==> src/rtl/forward_tracker_if.sv <==
// Forwarding-bus interface: issue/decode inputs toward the tracker, per-stage forward bundles back.
interface forward_tracker_if #(
    parameter int unsigned ADDR_W = 5,
    parameter int unsigned DATA_W = 64
);
    typedef struct packed {
        logic [ADDR_W-1:0] wa;
        logic              regwrite;
        logic [DATA_W-1:0] result;
    } forward_data_t;

    logic              issue_valid;
    logic [ADDR_W-1:0] issue_wa;
    logic              issue_regwrite;
    logic              issue_is_load;
    logic              issue_is_md;
    logic [ADDR_W-1:0] ra1;
    logic [ADDR_W-1:0] ra2;
    logic [DATA_W-1:0] exe_result;
    logic [DATA_W-1:0] mem_result;
    logic [DATA_W-1:0] wb_result;
    logic              flush;
    forward_data_t     forwardE;
    forward_data_t     forwardM;
    forward_data_t     forwardW;
    logic              stall;
    logic              md_busy;

    // Tracker side
    modport master (
        input  issue_valid, issue_wa, issue_regwrite, issue_is_load, issue_is_md,
        input  ra1, ra2, exe_result, mem_result, wb_result, flush,
        output forwardE, forwardM, forwardW, stall, md_busy
    );

    // Pipeline / decode side
    modport slave (
        output issue_valid, issue_wa, issue_regwrite, issue_is_load, issue_is_md,
        output ra1, ra2, exe_result, mem_result, wb_result, flush,
        input  forwardE, forwardM, forwardW, stall, md_busy
    );
endinterface

==> src/rtl/forward_tracker.sv <==
// Tracks in-flight destination registers through E/M/W and drives ready-only forwarding plus stall.
module forward_tracker #(
    parameter int unsigned ADDR_W    = 5,
    parameter int unsigned DATA_W    = 64,
    parameter int unsigned MD_CYCLES = 16
) (
    input  logic              clk,
    input  logic              reset,
    forward_tracker_if.master bus
);
    localparam int unsigned CNT_W = (MD_CYCLES > 1) ? $clog2(MD_CYCLES) : 1;
    localparam logic [CNT_W-1:0] MD_LOAD = CNT_W'(MD_CYCLES - 1);

    // E needs the op class; M/W data is always ready so only the address matters there
    typedef struct packed {
        logic              valid;
        logic [ADDR_W-1:0] wa;
        logic              regwrite;
        logic              is_load;
        logic              is_md;
    } e_entry_t;

    typedef struct packed {
        logic              valid;
        logic [ADDR_W-1:0] wa;
        logic              regwrite;
    } mw_entry_t;

    typedef struct packed {
        logic [ADDR_W-1:0] wa;
        logic              regwrite;
        logic [DATA_W-1:0] result;
    } fwd_t;

    e_entry_t         e_q, e_d;
    mw_entry_t        m_q, m_d, w_q, w_d;
    logic [CNT_W-1:0] md_cnt_q, md_cnt_d;
    logic             md_busy_c;
    logic             load_use_c;
    fwd_t             fwd_e, fwd_m, fwd_w;

    // Hazard detection from current E entry and decode sources
    always_comb begin
        md_busy_c  = e_q.valid & e_q.is_md & (md_cnt_q != '0);
        load_use_c = e_q.valid & e_q.is_load & e_q.regwrite &
                     (((bus.ra1 != '0) & (bus.ra1 == e_q.wa)) |
                      ((bus.ra2 != '0) & (bus.ra2 == e_q.wa)));
    end

    // Pipeline advance: flush beats mul/div hold beats load-use beats normal issue
    always_comb begin
        e_d      = e_q;
        m_d      = '{valid: e_q.valid, wa: e_q.wa, regwrite: e_q.regwrite};
        w_d      = m_q;
        md_cnt_d = md_cnt_q;
        if (bus.flush) begin
            e_d      = '0;
            md_cnt_d = '0;
        end else if (md_busy_c) begin
            m_d      = '0;
            md_cnt_d = md_cnt_q - CNT_W'(1);
        end else if (load_use_c) begin
            e_d = '0;
        end else begin
            e_d      = '0;
            md_cnt_d = '0;
            if (bus.issue_valid) begin
                e_d.valid    = 1'b1;
                e_d.wa       = bus.issue_wa;
                e_d.regwrite = bus.issue_regwrite & (bus.issue_wa != '0);
                e_d.is_load  = bus.issue_is_load;
                e_d.is_md    = bus.issue_is_md;
                if (bus.issue_is_md) begin
                    md_cnt_d = MD_LOAD;
                end
            end
        end
    end

    // Stage registers
    always_ff @(posedge clk or negedge reset) begin
        if (!reset) begin
            e_q      <= '0;
            m_q      <= '0;
            w_q      <= '0;
            md_cnt_q <= '0;
        end else begin
            e_q      <= e_d;
            m_q      <= m_d;
            w_q      <= w_d;
            md_cnt_q <= md_cnt_d;
        end
    end

    // Forward bundles carry only ready data; everything zero when not writing
    always_comb begin
        fwd_e = '0;
        fwd_m = '0;
        fwd_w = '0;
        if (e_q.valid & e_q.regwrite & ~e_q.is_load & ~md_busy_c) begin
            fwd_e = '{wa: e_q.wa, regwrite: 1'b1, result: bus.exe_result};
        end
        if (m_q.valid & m_q.regwrite) begin
            fwd_m = '{wa: m_q.wa, regwrite: 1'b1, result: bus.mem_result};
        end
        if (w_q.valid & w_q.regwrite) begin
            fwd_w = '{wa: w_q.wa, regwrite: 1'b1, result: bus.wb_result};
        end
    end

    assign bus.forwardE = fwd_e;
    assign bus.forwardM = fwd_m;
    assign bus.forwardW = fwd_w;
    assign bus.stall    = md_busy_c | load_use_c;
    assign bus.md_busy  = md_busy_c;
endmodule

==> src/flat_wrapper.sv <==
// flat-port wrapper written by rule: the top's interface ports become plain ports
module forward_tracker_flat 
#(
    parameter int unsigned ADDR_W    = 5,
    parameter int unsigned DATA_W    = 64,
    parameter int unsigned MD_CYCLES = 16
)
  (clk, reset, bus_issue_valid, bus_issue_wa, bus_issue_regwrite, bus_issue_is_load, bus_issue_is_md, bus_ra1, bus_ra2, bus_exe_result, bus_mem_result, bus_wb_result, bus_flush, bus_forwardE, bus_forwardM, bus_forwardW, bus_stall, bus_md_busy);
  forward_tracker_if #(.ADDR_W(ADDR_W), .DATA_W(DATA_W)) bus_i ();
  input  logic clk;
  input  logic reset;
  input wire logic [$bits(bus_i.issue_valid)-1:0] bus_issue_valid;
  input wire logic [$bits(bus_i.issue_wa)-1:0] bus_issue_wa;
  input wire logic [$bits(bus_i.issue_regwrite)-1:0] bus_issue_regwrite;
  input wire logic [$bits(bus_i.issue_is_load)-1:0] bus_issue_is_load;
  input wire logic [$bits(bus_i.issue_is_md)-1:0] bus_issue_is_md;
  input wire logic [$bits(bus_i.ra1)-1:0] bus_ra1;
  input wire logic [$bits(bus_i.ra2)-1:0] bus_ra2;
  input wire logic [$bits(bus_i.exe_result)-1:0] bus_exe_result;
  input wire logic [$bits(bus_i.mem_result)-1:0] bus_mem_result;
  input wire logic [$bits(bus_i.wb_result)-1:0] bus_wb_result;
  input wire logic [$bits(bus_i.flush)-1:0] bus_flush;
  output wire logic [$bits(bus_i.forwardE)-1:0] bus_forwardE;
  output wire logic [$bits(bus_i.forwardM)-1:0] bus_forwardM;
  output wire logic [$bits(bus_i.forwardW)-1:0] bus_forwardW;
  output wire logic [$bits(bus_i.stall)-1:0] bus_stall;
  output wire logic [$bits(bus_i.md_busy)-1:0] bus_md_busy;
  assign bus_i.issue_valid = bus_issue_valid;
  assign bus_i.issue_wa = bus_issue_wa;
  assign bus_i.issue_regwrite = bus_issue_regwrite;
  assign bus_i.issue_is_load = bus_issue_is_load;
  assign bus_i.issue_is_md = bus_issue_is_md;
  assign bus_i.ra1 = bus_ra1;
  assign bus_i.ra2 = bus_ra2;
  assign bus_i.exe_result = bus_exe_result;
  assign bus_i.mem_result = bus_mem_result;
  assign bus_i.wb_result = bus_wb_result;
  assign bus_i.flush = bus_flush;
  assign bus_forwardE = bus_i.forwardE;
  assign bus_forwardM = bus_i.forwardM;
  assign bus_forwardW = bus_i.forwardW;
  assign bus_stall = bus_i.stall;
  assign bus_md_busy = bus_i.md_busy;
  forward_tracker #(.ADDR_W(ADDR_W), .DATA_W(DATA_W), .MD_CYCLES(MD_CYCLES)) u_core (.clk(clk), .reset(reset), .bus(bus_i));
endmodule
==> config.mk <==
export PLATFORM = sky130hd
export DESIGN_NAME = forward_tracker_flat
export DESIGN_NICKNAME = d
export VERILOG_FILES = /design/src/rtl/forward_tracker_if.sv /design/src/rtl/forward_tracker.sv /design/src/flat_wrapper.sv
export SDC_FILE = /design/constraint.sdc
export NUM_CORES = 1
export LEC_CHECK = 0
export ABC_AREA = 1
export BUFFER_PORTS_ARGS = -buffer_cell sky130_fd_sc_hd__buf_4
export CAP_MARGIN = 15
export CELL_PAD_IN_SITES_DETAIL_PLACEMENT = 2
export CELL_PAD_IN_SITES_GLOBAL_PLACEMENT = 2
export CORE_MARGIN = 3
export CORE_UTILIZATION = 12
export CTS_CLUSTER_DIAMETER = 200
export DETAILED_ROUTE_END_ITERATION = 6
export GPL_ROUTABILITY_DRIVEN = 0
export PLACE_DENSITY = 0.93
export REMOVE_ABC_BUFFERS = 1
export SLEW_MARGIN = 5
export SYNTH_ARGS = -nofsm -noshare
export SYNTH_HDL_FRONTEND = slang
export SYNTH_SLANG_ARGS = --single-unit
==> constraint.sdc <==
create_clock -name clk -period 1.75 [get_ports clk]
set_clock_uncertainty 0.05 [all_clocks]
set_input_delay 0.0875 -clock clk [delete_from_list [all_inputs] [get_ports clk]]
set_output_delay 0.0875 -clock clk [all_outputs]
set_load 0.01 [all_outputs]
# After elaboration in Yosys (flattened, before gate mapping)
# Cells that the tools add are included.
# totals
register_bits,27
output_inout_bits,212
elab_cells,52
# classes
addsub,1
n_eq_ne,4
mux,14
bitwise_logic,17
reduce_logical,4
# ops
op,n
70-bit 2-to-1 mux,3
9-bit 2-to-1 mux,4
4-bit 2-to-1 mux,5
5-bit nonzero test,3
7-bit 2-to-1 mux,2
1-bit AND,13
5-bit equality test,2
4-bit nonzero test,1
"4-bit by 1-bit subtractor with 4-bit output, second input constant",1
"3-bit by 2-bit inequality test with 1-bit output, second input constant",1
"2-bit inequality test, second input constant",1
1-bit NOT,2
1-bit OR,2

# Depth between registers and ports, before layout
# depth
depth_word,7
depth_mapped,12
mapped_depth_nobuf,11

# Least setup slack after synthesis
# Ideal clock, no wire load.
# synth_path
kind,reg2out
start,reg u_core.md_cnt_q[0]
end,out bus_forwardE[58]
t_arrival_ps,1580
required_time_ps,1612
path_slack_ps,32
stages_incl_launch_ff,11
path_cell_list,dfrtp_1 -> inv_1 -> ha_1 -> nand3_2 -> nand3_4 -> inv_4 -> nor3_4 -> inv_2 -> buf_6 -> buf_6 -> nor2_4
# synth_via
elab_chain_cells,5
# synth_lines
item,line_no,rtl
"start, declared",forward_tracker.sv:37,"logic [CNT_W-1:0] md_cnt_q, md_cnt_d;"
"start signal, assigned",forward_tracker.sv:91,md_cnt_q <= md_cnt_d;
4-bit nonzero test,forward_tracker.sv:44,md_busy_c = e_q.valid & e_q.is_md & (md_cnt_q != '0);
1-bit AND,forward_tracker.sv:44,
net bus_md_busy,flat_wrapper.sv:27,output wire logic [$bits(bus_i.md_busy)-1:0] bus_md_busy;
1-bit NOT,forward_tracker.sv:100,if (e_q.valid & e_q.regwrite & ~e_q.is_load & ~md_busy_c) begin
1-bit AND,forward_tracker.sv:100,
70-bit 2-to-1 mux,forward_tracker.sv:100,
"end, declared",flat_wrapper.sv:23,output wire logic [$bits(bus_i.forwardE)-1:0] bus_forwardE;
# The timed path passes the listed nets, and every way through them passes these cells.

# Final worst setup path
# layout_path
start,reg u_core.md_cnt_q[1]
end,out bus_forwardE[40]
# layout_via
elab_chain_cells,5
# layout_lines
item,line_no
4-bit nonzero test,forward_tracker.sv:44
1-bit AND,forward_tracker.sv:44
1-bit NOT,forward_tracker.sv:100
1-bit AND,forward_tracker.sv:100
70-bit 2-to-1 mux,forward_tracker.sv:100
# Every way passes these cells.

==> summary.md <==
| Metric | Value |
|---|---|
| Path depth of the worst reg2reg path | 11 |
| PwrDens | 282 nW/um^2 |
| DRT antenna net count | 0 |
| CP Max Fanout | 10 |
| Max IR drop VDD | around 330 uV |
| Total power | 2.08 mW |
| Clock Latency Late Sink | roughly 0.26 ns |
| Hold Crit Class | in2reg |
| CP startpoint kind | flip-flop |
| Synth top area cells | inv_1 (29%), nor2_1 (26%), dfrtp_1 (22%), nand2_1 (9.1%), nor2_4 (3.6%) |
| RSZ-0062 raised after global routing | true |
| DR vias | between 5,000 and 6,000 |
| Count leader, synth | inv_1 |
| Setup WS post-layout | -0.344 ns |
| Post-synth EDFFs | 0 |
| CTS H-tree depth | 1 |
| Utilization after layout | 0.291 |
| Core box area | between 20,000 and 30,000 sq um |
| Mapped Cells | roughly 630 |
| Iter 0 DRT Violations | about 110 |
| Slew @ Worst Pin | approximately 0.45 ns |
| Clock transition at path regs | 0.07 ns |
| Relative slew margins | 0.697 |
| I/O pin total | 426 |
| Share of cells above drive strength 1 | 0.497 |
| Worst Path Arrival | between 1.5 and 2 ns |
| Syn avg cell area | around 5 sq um |
| Synth Flop Type | dfrtp_1 |
| Synth warn | 0 |
| Register bit total from synthesis | 27 |
| Yosys top cell by area | inv_1 |
| P&R area growth vs syn | 136% |
| Fillers | 3,157 |
| Avg Vias per Cell | ~3.7 |
| Initial DRT Pass Iterations | 4 |
| Final Setup Violations | 70 |
| Vias in the first global route | about 5,900 |
| Die height | 167 um |
| Die area | 28,000 sq um |
| Largest net degree at the start of global routing | 63 |
| Setup slack, reg-to-reg | roughly 0.07 ns |
| MaxCap Viol Count | 0 |
| Async set or reset register ratio after synthesis | 1.00 |
| CP required | 1.61 ns |
| Post-synthesis sequential area ratio | 0.216 |
| Worst hold path startpoint | bus_issue_is_md |
| Peak Freq | between 400 and 500 MHz |
| RR Endpoint | u_core.e_q[5] |
| Reg-to-Reg Start | u_core.md_cnt_q[1] |
| Pre-CTS setup slack | -0.0332 ns |
| DRC errors left | 0 |
| Max clock buf depth | 2 |
| CTS tree | built |
| Wirelength per Cell | approximately 18 um |
| Die W | 167 um |
| Sink Count | 27 |
| PortBufs | 425 |
| Hold path depth | 3 |
| GRT Total Usage | 0.165 |
| Distinct cells, synth | 19 |
| Failing checks | setup timing |
| First-pass GRT wire length | 35,900 um |
| Max Slew Vio Count | 0 |
| Kind of critical path | reg2out |
| Fin cells | 1,409 |
| Hold path endpoint | u_core.e_q[0] |
| Num CTS Buffers | 3 |
| Gr ovfl total | 0 |
| Fin. Hold Viols | 0 |
| Final WL | approximately 25,000 um |
| Status | finished with violations |
| DP Wirelength | about 21,000 um |
| Net count, final | approximately 1,300 |
| Worst setup EP type | output pin |
| Cell Rows | 58 |
| Post-synth top cells | inv_1 (241), nor2_1 (220), nand2_1 (76) |
| Synth Cell Area | about 3100 sq um |
| Post-route clock period utilization | 1.20 |
| Initial Util | 0.123 |
| Inst Count DP | between 1,000 and 1,500 |
| P_leak | 4.90 nW |
| Top cell type's share of synthesized area | 0.289 |
| Initial antenna violation count | 4 |
| Root Driver | clkbuf_16 |
| Final min period | 2.09 ns |
[what timing repair did]
action,CTS,global route
pin swaps,1,5
setup endpoints to repair,70,89
setup buffers,9,15
hold buffers,1,0
gates cloned,3,0
gates resized for setup,63,14
hold endpoints to repair,27,0
[through the flow]
stage          instance area [sq um]  TNS, ns  hold slack, ns
2_1_floorplan                   3020   -28.56          -0.258
3_3_place_gp                    6790        0         -0.0266
3_5_place_dp                    6790   -0.147         -0.0144
4_1_cts                         7230   -14.28          0.0394
5_1_grt                         7380   -24.38          0.0420
6_report                        7380   -17.42          0.0414
[per-layer routing]
metal / global-route usage / vias up / wire, um
met5: 0 / - / 0
met4: 0.0452 / 0 / 696
met3: 0.0319 / 32 / 1340
met2: 0.336 / 191 / 14300
met1: 0.168 / 2492 / 8580
li1: - / 2550 / -
[worst max-delay path by stage]
| stage | start | end | slack [ns] | cells after the start |
|---|---|---|---|---|
| after global routing | u_core.md_cnt_q[1] | bus_forwardE[40] | -0.47 | 10 |
| after detailed placement | u_core.md_cnt_q[1] | bus_forwardE[14] | -0.03 | 10 |
| after global placement | u_core.md_cnt_q[0] | bus_forwardE[48] | 0.13 | 10 |
| after CTS | u_core.md_cnt_q[0] | bus_forwardE[16] | -0.29 | 10 |
| final | u_core.md_cnt_q[1] | bus_forwardE[40] | -0.34 | 10 |
| after floorplan | u_core.md_cnt_q[0] | bus_forwardE[0] | -0.32 | 8 |
[where the power goes]
part	switching, mW	leakage [nW]	total, mW	internal, mW
Clock	0.225	0.0382	0.537	0.312
Combinational	0.383	4.51	0.868	0.485
Sequential	0.0258	0.358	0.676	0.650
[cell type report]
type                            instances  area, sq um  area share
Timing Repair Buffer                  466         3680       0.499
Multi-Input combinational cell        334         1590       0.216
Inverter                              244          925       0.125
Sequential cell                        27          678      0.0919
Tap cell                              330          413      0.0560
Clock buffer                            4         78.8      0.0107
Antenna cell                            4         10.0     0.00136
[kinds of logic (layout without fill, tap and decap cells)]
logic type / after synthesis / count (layout) / synth area share
and+or+nand+nor: 330 / 330 / 0.442
xor gates and xnor gates: 1 / 1 / 0.00280
other: 0 / 4 / 0
AOI/OAI and AO/OA: 1 / 1 / 0.00160
DFF: 27 / 27 / 0.216
buffers and inverters: 266 / 714 / 0.329
adders and majority gates: 2 / 2 / 0.00800
[worst max-delay path: stages, from the launching register on]
cell	delay [ns]
dfrtp_1	0.40
inv_2	0.09
ha_4	0.14
nand3_4	0.09
nand3_4	0.09
inv_4	0.05
nor3_4	0.17
inv_4	0.12
bufbuf_16	0.30
nor2_1	0.10
buf_4	0.13
[registers in the layout, indices dropped and copies added, names as in the netlist]
signal           count
u_core.e_q           9
u_core.md_cnt_q      4
u_core.m_q           7
u_core.w_q           7
[cell usage in the layout, fill, tap and decap left out, drive strengths merged]
master,Yosys,layout
buf,8,463
inv,244,243
nor2,230,230
nand2,78,78
dfrtp,27,27
nand3,15,15
nand4,6,6
diode,0,4
clkbuf,14,4
bufbuf,0,2
ha,2,2
nor3,1,1
clkinvlp,0,1
xnor2,1,1
o21ai,1,1
dlygate4sd3,0,1
(Power assumes the default switching activity.)
